<file path="config.mk">
export PLATFORM = sky130hd
export DESIGN_NAME = operand_entry_ctrl
export DESIGN_NICKNAME = d
export VERILOG_FILES = /design/src/rtl/oe_pkg.sv /design/src/rtl/key_repeat.sv /design/src/rtl/operand_entry_ctrl.sv
export SDC_FILE = /design/constraint.sdc
export NUM_CORES = 1
export LEC_CHECK = 0
export BUFFER_PORTS_ARGS = -buffer_cell sky130_fd_sc_hd__buf_2
export CELL_PAD_IN_SITES_DETAIL_PLACEMENT = 1
export CELL_PAD_IN_SITES_GLOBAL_PLACEMENT = 2
export CORE_AREA = 2 2 95 97
export DETAILED_ROUTE_END_ITERATION = 8
export DIE_AREA = 0 0 97 99
export PLACE_DENSITY_LB_ADDON = 0.1
export REMOVE_ABC_BUFFERS = 1
export SYNTH_ARGS = -nofsm -noshare
export SYNTH_HDL_FRONTEND = slang
export SYNTH_HIERARCHICAL = 1
export SYNTH_SLANG_ARGS = --single-unit
</file>
<file path="constraint.sdc">
create_clock -name clk_100hz -period 6.29 [get_ports clk_100hz]
set_input_delay 0.629 -clock clk_100hz [delete_from_list [all_inputs] [get_ports clk_100hz]]
set_output_delay 0.629 -clock clk_100hz [all_outputs]
set_load 0.1 [all_outputs]
</file>
<file path="src/rtl/oe_pkg.sv">
// Shared mode/direction encodings and default parameters for the operand-entry controller.
package oe_pkg;

  typedef enum logic {
    MODE_DEMO = 1'b0,
    MODE_CALC = 1'b1
  } mode_t;

  localparam logic DIR_UP   = 1'b0;
  localparam logic DIR_DOWN = 1'b1;

  localparam int DEF_W            = 8;
  localparam int DEF_HOLD_TICKS   = 50;
  localparam int DEF_REPEAT_TICKS = 10;
  localparam int DEF_AUTO_TICKS   = 100;
  localparam bit DEF_WRAP         = 1'b1;

  function automatic int max_int(input int a, input int b);
    return (a > b) ? a : b;
  endfunction

endpackage

</file>
<file path="src/rtl/key_repeat.sv">
// Edge detector plus hold counter producing a combinational step pulse for one key.
// Steps on the edge (optional), HOLD cycles later, then every REPEAT cycles while held.
module key_repeat #(
  parameter bit FIRST_ON_EDGE = 1'b1,
  parameter int HOLD          = 50,
  parameter int REPEAT        = 10,
  parameter int CW            = 7
) (
  input  logic clk_100hz,
  input  logic rst_,
  input  logic en,
  input  logic key,
  output logic step
);

  // Without an edge step the first fire lands on the HOLD-th high cycle, one earlier.
  localparam int THR    = FIRST_ON_EDGE ? HOLD : HOLD - 1;
  localparam int RELOAD = THR - REPEAT + 1;

  localparam logic [CW-1:0] THR_C    = CW'(THR);
  localparam logic [CW-1:0] RELOAD_C = CW'(RELOAD);
  localparam logic [CW-1:0] CNT_MAX  = '1;

  logic          prev;
  logic [CW-1:0] cnt;
  logic          edge_hit;
  logic          cnt_hit;

  assign edge_hit = FIRST_ON_EDGE && key && !prev;
  assign cnt_hit  = key && (cnt == THR_C);
  assign step     = en && (edge_hit || cnt_hit);

  always_ff @(posedge clk_100hz or negedge rst_) begin
    if (!rst_) begin
      prev <= 1'b0;
      cnt  <= '0;
    end else begin
      prev <= key;
      if (!(en && key)) begin
        cnt <= '0;
      end else if (cnt_hit) begin
        cnt <= RELOAD_C;
      end else if (cnt != CNT_MAX) begin
        cnt <= cnt + CW'(1);
      end
    end
  end

endmodule

</file>
<file path="src/rtl/operand_entry_ctrl.sv">
// DEMO/CALC mode FSM, step direction, wrap/saturate operand stepping and multiplier commit.
// All outputs registered; a key edge sampled at clock n is visible the cycle after.
module operand_entry_ctrl
  import oe_pkg::*;
#(
  parameter int W            = DEF_W,
  parameter int HOLD_TICKS   = DEF_HOLD_TICKS,
  parameter int REPEAT_TICKS = DEF_REPEAT_TICKS,
  parameter int AUTO_TICKS   = DEF_AUTO_TICKS,
  parameter bit WRAP         = DEF_WRAP
) (
  input  logic         clk_100hz,
  input  logic         rst_,
  input  logic         key_mode,
  input  logic         key_inc_x,
  input  logic         key_inc_y,
  input  logic         key_dir,
  input  logic         key_load,
  input  logic         key_auto,
  output logic         mode,
  output logic         dir,
  output logic [W-1:0] op_x,
  output logic [W-1:0] op_y,
  output logic [W-1:0] mul_x,
  output logic [W-1:0] mul_y,
  output logic         load_pulse
);

  localparam int CW = $clog2(max_int(HOLD_TICKS, AUTO_TICKS) + 1);

  mode_t        mode_q;
  logic         mode_prev, dir_prev, load_prev;
  logic         calc, mode_edge, dir_edge, load_edge;
  logic         step_x_man, step_y_man, step_auto;
  logic         step_x, step_y;
  logic [W-1:0] nx, ny;

  function automatic logic [W-1:0] step_val(input logic [W-1:0] v, input logic down);
    if (down == DIR_DOWN) begin
      return (v == '0 && !WRAP) ? v : v - W'(1);
    end
    return (v == '1 && !WRAP) ? v : v + W'(1);
  endfunction

  assign mode      = mode_q;
  assign calc      = (mode_q == MODE_CALC);
  assign mode_edge = key_mode & ~mode_prev;
  assign dir_edge  = key_dir & ~dir_prev;
  assign load_edge = key_load & ~load_prev;

  key_repeat #(.FIRST_ON_EDGE(1'b1), .HOLD(HOLD_TICKS), .REPEAT(REPEAT_TICKS), .CW(CW)) u_rep_x (
    .clk_100hz(clk_100hz), .rst_(rst_), .en(calc), .key(key_inc_x), .step(step_x_man)
  );

  key_repeat #(.FIRST_ON_EDGE(1'b1), .HOLD(HOLD_TICKS), .REPEAT(REPEAT_TICKS), .CW(CW)) u_rep_y (
    .clk_100hz(clk_100hz), .rst_(rst_), .en(calc), .key(key_inc_y), .step(step_y_man)
  );

  key_repeat #(.FIRST_ON_EDGE(1'b0), .HOLD(AUTO_TICKS), .REPEAT(AUTO_TICKS), .CW(CW)) u_rep_auto (
    .clk_100hz(clk_100hz), .rst_(rst_), .en(calc), .key(key_auto), .step(step_auto)
  );

  // Manual and auto steps on the same operand merge into a single step using the current dir.
  assign step_x = step_x_man | step_auto;
  assign step_y = step_y_man | step_auto;
  assign nx     = step_x ? step_val(op_x, dir) : op_x;
  assign ny     = step_y ? step_val(op_y, dir) : op_y;

  always_ff @(posedge clk_100hz or negedge rst_) begin
    if (!rst_) begin
      mode_q     <= MODE_DEMO;
      mode_prev  <= 1'b0;
      dir_prev   <= 1'b0;
      load_prev  <= 1'b0;
      dir        <= DIR_UP;
      op_x       <= '0;
      op_y       <= '0;
      mul_x      <= '0;
      mul_y      <= '0;
      load_pulse <= 1'b0;
    end else begin
      mode_prev  <= key_mode;
      dir_prev   <= key_dir;
      load_prev  <= key_load;
      load_pulse <= 1'b0;
      if (mode_edge) begin
        mode_q <= calc ? MODE_DEMO : MODE_CALC;
      end
      if (calc) begin
        if (dir_edge) begin
          dir <= ~dir;
        end
        op_x <= nx;
        op_y <= ny;
        // An auto fire commits the stepped values; a plain load commits the pre-step ones.
        if (step_auto) begin
          mul_x      <= nx;
          mul_y      <= ny;
          load_pulse <= 1'b1;
        end else if (load_edge) begin
          mul_x      <= op_x;
          mul_y      <= op_y;
          load_pulse <= 1'b1;
        end
      end
    end
  end

endmodule

</file>
==> results by group <==
Routing
  – Drt pass-1 iters: 4
  – DRC errors left: 0
  – Vias per cell: 5.367
  – WL final: 7704 um
  – Post-DR wirelength/cell: 15.72 um
  – Vias: 2630
  – DRT iter0 DRCs: 58
  – Post-route ant nets: 0

Clocking
  – Post-CTS setup repair buffer count: 0
  – Clock slew at reported path FFs: 0.07 ns
  – Clock Sinks: 61
  – Clk Latency, worst-skew pair: 0.35 ns
  – Root buffer cell: clkbuf_8
  – CTS buffer count: 9
  – H-Tree Depth: 3
  – Bufs on Longest Clock Path: 2
  – CTS-repair resized insts: 0
  – CTS tree: done
  – # hold bufs at CTS: 0

Synth
  – Top cell type's share of synthesized area: 0.4512
  – Area leader, netlist: dfrtp_1
  – Post-synth EDFFs: 0
  – Sequential area share after synthesis: 0.4512
  – Synth warnings: 6
  – Synth Instances: 330
  – Synth top cells by count: dfrtp_1, nand2_1, o21ai_0
  – Largest cells by area after synthesis: dfrtp_1, ha_1, o21ai_0, nand2_1, xnor2_1
  – FFs w/ async S/R, synth: 1.000
  – Yosys reg bits: 61
  – Post-Syn Area: 0.003383 sq mm
  – Distinct cell type count after synthesis: 52
  – Most common cell in the netlist: dfrtp_1
  – Post-synth top flop: dfrtp_1
  – Mapped Avg Cell Area: 10.25 sq um

Worst setup path
  – Crit Path Category: reg2reg
  – Req. time, crit path: 6.52 ns
  – Worst Path Max Fanout: 18
  – CP endpoint kind: flop
  – CP arrival: 2.79 ns
  – Register-to-Register Path Depth: 8
  – CP Launch Type: flop

STA
  – Fin crit period: 2.555 ns
  – Final hold vios: 0
  – Fin crit share: 0.4062
  – Setup TNS Final: 0 ns
  – Post-Route Skew: 0.008213 ns
  – Slew @ Worst Pin: 0.7970 ns
  – Final Max Tran Viols: 0
  – Fmax: 391.4 MHz
  – Max_slew headroom: 0.4687
  – RSZ-0062 raised after global routing: no
  – Setup violators final: 0

Cells and area
  – Final Instance Area: 0.003901 sq mm
  – Antenna fix cells: 0
  – Area growth from synthesis to final layout: 15.31%
  – Fin nets: 404
  – Layout cell share with drive strength beyond 1: 0.2670

Placement
  – DP HPWL: 5424 um
  – GPL Wtd Cong: 0.7093
  – Port Buffers: 42
  – Post-DP Area: 0.003711 sq mm

Floorplan
  – Chip width: 97 um
  – Row count: 34
  – Die ar.: 0.009603 sq mm
  – Height of the die: 99 um
  – Core area: 0.008551 sq mm
  – Starting Density: 0.3957
  – # IOs: 43

GRT
  – GRT Total Usage: 0.1749
  – Initial antenna violation count: 0
  – First-pass GRT wire length: 13500 um
  – Met2 Use GR: 0.2837
  – Met3 GRT Util: 0.03475
  – Global route overflow: 0
  – Grt met1 use: 0.2264
  – Largest net degree at the start of global routing: 62
  – Gr busiest metal: met2
  – Vias in the first global route: 2792

Worst hold path
  – WHS Path Cells: 1
  – Worst Hold Class: in2reg

Flow run
  – Max-cap violations: 0

Status
  – Outcome: finished clean
## path summary, 6_finish.rpt
path / start / to / slack (ns)
min in group asynchronous: rst_ / mul_y[7] / 0.45
min: key_mode / mode_prev / 0.40
max in group asynchronous: rst_ / mode_prev / 5.31
max reg2reg: dir / mul_x[6] / 3.73
max: dir / mul_x[6] / 3.73
min reg2reg: mul_x[2] / mul_x[2] / 0.48
## stage by stage
stage,setup slack (ns),util,hold slack (ns),instances
finish,3.735,0.4562,0.4049,490
floorplan,2.696,-,0.3334,320
detailed placement,3.725,0.4340,0.4695,474
global placement,3.803,0.4340,0.4596,474
CTS,3.694,0.4562,0.3859,490
global route,3.478,0.4562,0.3841,490
## kinds of logic (layout without fill, tap and decap cells)
family / count (synthesis) / count (layout) / share of synthesized area
AOI/OAI and AO/OA: 86 / 86 / 0.1683
xor gates and xnor gates: 20 / 20 / 0.05178
adders and majority gates: 19 / 19 / 0.07470
buffers and inverters: 20 / 72 / 0.02626
DFF: 61 / 61 / 0.4512
muxes: 15 / 15 / 0.04771
and+or+nand+nor: 109 / 109 / 0.1801
## flip-flops by register name, indices dropped and copies added (netlist names), 7 cells and up
register	count
mul_x	8
mul_y	8
op_x	8
op_y	8
u_rep_auto/cnt	7
u_rep_x/cnt	7
u_rep_y/cnt	7
## critical path, cell delays in order (launching register included)
cell,delay (ns)
dfrtp_1,0.75
inv_1,0.26
fa_1,0.54
nor2b_4,0.13
o31a_1,0.15
o21a_1,0.18
nor2_4,0.05
mux2i_1,0.12
a211o_1,0.27
## cell type report
type	count	area, sq um
timing repair buffer	46	240.2
tap	108	135.1
sequential	61	1526
multi-input combinational	249	1772
clock inverter	7	66.31
clock buffer	9	123.9
inverter	10	37.54
fill	1002	4649
## placed cells by master, fill, tap and decap left out, drive strengths merged, types with 7 or more instances in the layout
master  Yosys  layout
a211oi      8       8
a21oi      17      17
a31oi       9       9
and3       10      10
buf         7      46
clkbuf      3       9
dfrtp      61      61
ha         17      17
inv        10      10
mux2        9       9
nand2      35      35
nand3      19      19
nor2       14      14
nor3        8       8
o21ai      31      31
xnor2      13      13
xor2        7       7
## per-layer routing
metal  routed length (um)  vias to the layer above
met5                    0                        -
met4                  127                        0
met3                  219                       10
met2                 3614                       34
met1                 3743                     1305
li1                     -                     1281
Power is not shown: default switching activity piles up to over one toggle a cycle in this logic, so the estimate is an artifact.
